===== config.mk =====
export PLATFORM = sky130hd
export DESIGN_NAME = debayer_line_ctrl
export DESIGN_NICKNAME = d
export VERILOG_FILES = /design/src/rtl/debayer_line_ctrl.sv
export SDC_FILE = /design/constraint.sdc
export NUM_CORES = 1
export LEC_CHECK = 0
export CAP_MARGIN = 10
export CELL_PAD_IN_SITES_DETAIL_PLACEMENT = 0
export CELL_PAD_IN_SITES_GLOBAL_PLACEMENT = 1
export CORE_MARGIN = 2
export CORE_UTILIZATION = 39
export CTS_BUF_LIST = sky130_fd_sc_hd__clkbuf_16
export CTS_CLUSTER_SIZE = 24
export DETAILED_ROUTE_END_ITERATION = 12
export HOLD_SLACK_MARGIN = 0.08
export PLACE_DENSITY_LB_ADDON = 0.1
export SYNTH_ARGS = -nofsm -noshare
export SYNTH_HDL_FRONTEND = slang
export SYNTH_SLANG_ARGS = --single-unit

===== constraint.sdc =====
create_clock -name clk -period 3.1 [get_ports clk]
set_input_delay 0.62 -clock clk [delete_from_list [all_inputs] [get_ports clk]]
set_output_delay 0.62 -clock clk [all_outputs]
set_load 0.02 [all_outputs]

===== src/rtl/debayer_line_ctrl.sv =====
// debayer_line_ctrl: 4-line ring buffer controller for a debayer stage; writes incoming lines
// into a bank ring and scans a 3-line window out once enough lines are buffered.
module debayer_line_ctrl #(
    parameter int LINE_LENGTH = 640,
    parameter int MIN_LINES = 3,
    localparam int CNT_W = $clog2(LINE_LENGTH)
) (
    input  logic             clk,
    input  logic             rst,
    input  logic             frame_start,
    input  logic             data_valid,
    output logic             wr_en,
    output logic [1:0]       wr_sel,
    output logic [CNT_W-1:0] wr_addr,
    output logic             rd_en,
    output logic [CNT_W-1:0] rd_addr,
    output logic             rd_odd,
    output logic [1:0]       rd_sel,
    output logic             rgb_valid,
    output logic             line_done,
    output logic [2:0]       lines_avail,
    output logic             ovf_err,
    output logic             late_err
);
    typedef enum logic [1:0] {W_IDLE, W_LINE, W_DROP} w_state_t;
    typedef enum logic {R_IDLE, R_RUN} r_state_t;
    localparam logic [CNT_W-1:0] LAST = CNT_W'(LINE_LENGTH - 1);
    w_state_t w_state, w_next;
    r_state_t r_state, r_next;
    logic wr_full, line_start, line_end, rd_last;
    logic [1:0] rgb_pipe;
    always_ff @(posedge clk or posedge rst) begin
        if (rst) begin
            w_state <= W_IDLE;
            r_state <= R_IDLE;
        end else begin
            w_state <= w_next;
            r_state <= r_next;
        end
    end
    always_comb begin
        line_start = (w_state == W_IDLE) & data_valid & ~frame_start;
        line_end = (w_state != W_IDLE) & ~data_valid & ~frame_start;
        wr_en = data_valid & ~rst & ~frame_start & (w_state != W_DROP) & ~wr_full;
        rd_en = r_state == R_RUN;
        rd_last = rd_en & rd_odd & (rd_addr == LAST);
        rgb_valid = rgb_pipe[1];
        w_next = (frame_start | line_end) ? W_IDLE :
                 line_start ? W_LINE :
                 (data_valid & wr_full) ? W_DROP : w_state;
        r_next = (frame_start | rd_last) ? R_IDLE :
                 (line_start & (r_state == R_IDLE) & (lines_avail >= 3'(MIN_LINES))) ? R_RUN : r_state;
    end
    always_ff @(posedge clk or posedge rst) begin
        if (rst) begin
            wr_addr <= '0;
            wr_full <= 1'b0;
            wr_sel <= '0;
            rd_addr <= '0;
            rd_odd <= 1'b0;
            rd_sel <= '0;
            lines_avail <= '0;
            rgb_pipe <= '0;
            line_done <= 1'b0;
            ovf_err <= 1'b0;
            late_err <= 1'b0;
        end else if (frame_start) begin
            wr_addr <= '0;
            wr_full <= 1'b0;
            wr_sel <= '0;
            rd_addr <= '0;
            rd_odd <= 1'b0;
            rd_sel <= '0;
            lines_avail <= '0;
            rgb_pipe <= '0;
            line_done <= 1'b0;
        end else begin
            line_done <= rd_last;
            rgb_pipe <= {rgb_pipe[0], rd_en};
            if (line_end) begin
                wr_addr <= '0;
                wr_full <= 1'b0;
                wr_sel <= wr_sel + 2'd1;
            end else if (wr_en) begin
                if (wr_addr == LAST) wr_full <= 1'b1;
                else wr_addr <= wr_addr + CNT_W'(1);
            end
            if (data_valid & wr_full) ovf_err <= 1'b1;
            if (line_start & rd_en) late_err <= 1'b1;
            if (rd_last) begin
                rd_addr <= '0;
                rd_odd <= 1'b0;
                rd_sel <= rd_sel + 2'd1;
            end else if (rd_en) begin
                rd_odd <= ~rd_odd;
                if (rd_odd) rd_addr <= rd_addr + CNT_W'(1);
            end
            // a line landing in a full ring overwrites the oldest unread line
            if (line_end & ~rd_last) begin
                if (lines_avail == 3'd4) ovf_err <= 1'b1;
                else lines_avail <= lines_avail + 3'd1;
            end else if (rd_last & ~line_end & (lines_avail != 3'd0)) begin
                lines_avail <= lines_avail - 3'd1;
            end
        end
    end
endmodule

==> summary.txt <==
Route
  • Iteration-0 DRC Markers: 49
  • 1st-pass router iterations: 4
  • Avg WL per Cell: 14.6 um
  • Remaining antenna violation count: 0
  • DR vias/cell: 5.31
  • Routed vias: 1,560
  • DR DRC count: 0
  • Post-Route WL: 4290 um

Worst setup path
  • Worst Setup End Kind: primary output
  • Crit start category: input pin
  • CP cell instances: clkdlybuf4s50_1, inv_1, nand2_1, a21o_1, nor3_1, clkdlybuf4s50_1
  • Arrival @ worst endpoint: 2160 ps
  • Worst Path Required: 2480 ps
  • Setup slack, reg-to-reg: 470 ps
  • Crit Reg-Reg Startpoint: rd_addr[0]
  • Worst r2r dst: lines_avail[2]
  • Slowest cell on the critical path: clkdlybuf4s50_1
  • Worst R2R Path Depth: 10
  • Crit-path max cell delay: 630 ps
  • Worst Setup EP: wr_en
  • Top cell by count, worst path: clkdlybuf4s50_1
  • Type of the worst setup path: input pin to primary output
  • Setup crit start: frame_start
  • Max FO, Critical Path: 3

Global route
  • Initial antenna violation count: 0
  • Gr ovfl total: 0
  • Total Routing Usage GR: 17.5%
  • Vias in the first global route: 1,551
  • Global-route wire length before repair: 7250 um
  • Largest net degree at the start of global routing: 38

Final layout
  • Layout cells sized above 1: 10.0%
  • Layout Area Growth over Synthesis: 32.9%
  • Nets: 246
  • Most frequent cells in the layout: clkdlybuf4s50_1, dfrtp_1, nor2_1, a21oi_1, nand2_1
  • # diodes: 0

Yosys
  • Cells after Synth: 193
  • Syn Nets: 200
  • Main area contributors after synthesis: dfrtp_1, nor2_1, xor2_1
  • Distinct cells, synth: 43
  • Top cell type's share of synthesized area: 49.3%
  • Sequential area share after synthesis: 49.3%
  • Yosys Warn Count: 0
  • Synth Cell Area: 1880 um2
  • Top cell type by total area after synthesis: dfrtp_1
  • #FFs+latches synth: 37
  • Mean area per synthesized cell: 9.72 um2

Pwr
  • Lkg Pwr: 1.07 nW
  • Peak VDD IR: 0.000247 V
  • Pwr dens: 449 nW/um2
  • Design Power: 1.12 mW

STA
  • Final worst-path cycle share: 89.7%
  • Final setup fails: 0
  • RSZ-0062 raised after global routing: false
  • Fmax: 0.360 GHz
  • Slew headroom: 37.2%
  • Setup TNS Final: 0 ps
  • Hold Vio Cnt, Final: 0
  • Max-slew violations: 0
  • Worst Tran Pin Value: 935 ps
  • Final clock skew: 3.65 ps
  • Fin crit period: 2780 ps

Hold path
  • Hold Crit Start: late_err
  • Worst min-delay path class: flip-flop to flip-flop

Clock network
  • Post-CTS sizing: 0
  • CTS tree: yes
  • Hold_buf cts: 0
  • Worst skew pair latency: 270 ps
  • H-tree levels: 2
  • CTS Buf Count: 5
  • # Post-CTS Setup Buffers: 0
  • Num Clock Sinks: 37
  • Clock transition at path regs: 60 ps
  • Root buffer selected by CTS: clkbuf_16
  • Clock tree buffer depth: 2

Floorplanning
  • Initial Util: 40.0%
  • Die W: 73.4 um
  • DIE AREA: 5380 um2
  • I/O pin count: 38
  • Core area: 4690 um2
  • Die H: 73.4 um
  • Row count: 25

Run status
  • Status: finished clean

Placed design
  • I/O Buffers: 37
  • DP HPWL: 3120 um
  • Final Wtd Congestion: 0.786

Run
  • MaxCap Viol Count: 0
==> cells in the mapped netlist (all sizes together) <==
master / n
xnor2: 8
mux2i: 2
ha: 3
or2: 2
and4: 1
buf: 2
nor4: 1
o2111ai: 1
o21a: 2
o31ai: 2
xor2: 10
nor3: 2
a21oi: 17
o31a: 1
nand4: 6
o21bai: 1
or3: 5
clkbuf: 3
o41ai: 1
mux2: 1
inv: 7
nand2b: 1
nor2: 31
o21ai: 7
dfrtp: 37
o211ai: 1
nor2b: 3
nand3: 7
nand2: 15
o2bb2a: 1
a21boi: 1
a21o: 3
nand4bb: 1
or4: 4
and2: 2
nor3b: 1
==> worst max-delay path: cells and delay by family <==
family,cells,cell delay (ps)
AO/OA/AOI/OAI,1,180
buffers and inverters,3,1130
AND/OR/NAND/NOR,2,220
==> logic make-up (layout without fill, tap and decap cells) <==
family / count (synthesis) / in the layout / synth area share (%)
flip-flops: 37 / 37 / 49.3
buffers and inverters: 12 / 59 / 2.80
multiplexers: 3 / 3 / 2.53
XOR/XNOR: 18 / 18 / 8.40
AND/OR/NAND/NOR: 82 / 82 / 22.0
adder cells (fa/ha/maj): 3 / 3 / 2.00
AO/OA/AOI/OAI: 38 / 38 / 12.9
==> per-stage QoR <==
stage / util (%) / hold WS [ps] / instances / area (um2) / worst slack [ps]
global route: 53.2 / 485 / 294 / 2490 / 189
detailed placement: 49.9 / 460 / 286 / 2340 / 271
CTS: 52.9 / 472 / 294 / 2480 / 261
finish: 53.2 / 466 / 294 / 2490 / 321
floorplan: - / 439 / 193 / 1880 / 518
global placement: 49.9 / 442 / 286 / 2340 / 336
==> sequential cells by signal, summed over array words and instances, names as in the netlist, 2 cells and up <==
signal       count
rd_addr         10
wr_addr         10
rgb_pipe         2
wr_sel           2
rd_sel           2
w_state          2
lines_avail      3
==> area by class of cell <==
type	instances	area, um2
sequential	37	926
timing repair buffer	44	423
clock buffer	5	125
multi-input combinational	144	910
tap	54	67.6
clock inverter	3	17.5
inverter	7	26.3
fill	437	2200
==> routing by layer <==
metal	part of all wire, %	GRT usage (%)
met5	0	0
met4	0.79	4.44
met3	3.7	4.53
met2	52	30.9
met1	44	21.0
==> report_power, final <==
| part | switching [mW] | total [mW] | internal [mW] |
|---|---|---|---|
| Clock | 0.190 | 0.484 | 0.294 |
| Sequential | 0.0145 | 0.511 | 0.497 |
| Combinational | 0.0689 | 0.124 | 0.0546 |
| Total | 0.273 | 1.12 | 0.846 |
==> how the worst min path moves through the flow <==
stage | cells past startpoint | endpoint | slack (ps)
3_5_place_dp | 1 | late_err | 460
2_1_floorplan | 1 | rgb_pipe[1] | 440
6_report | 1 | late_err | 470
3_3_place_gp | 1 | late_err | 440
4_1_cts | 1 | late_err | 470
5_1_grt | 1 | late_err | 490
No activity file was read; power rests on OpenSTA's default activity.
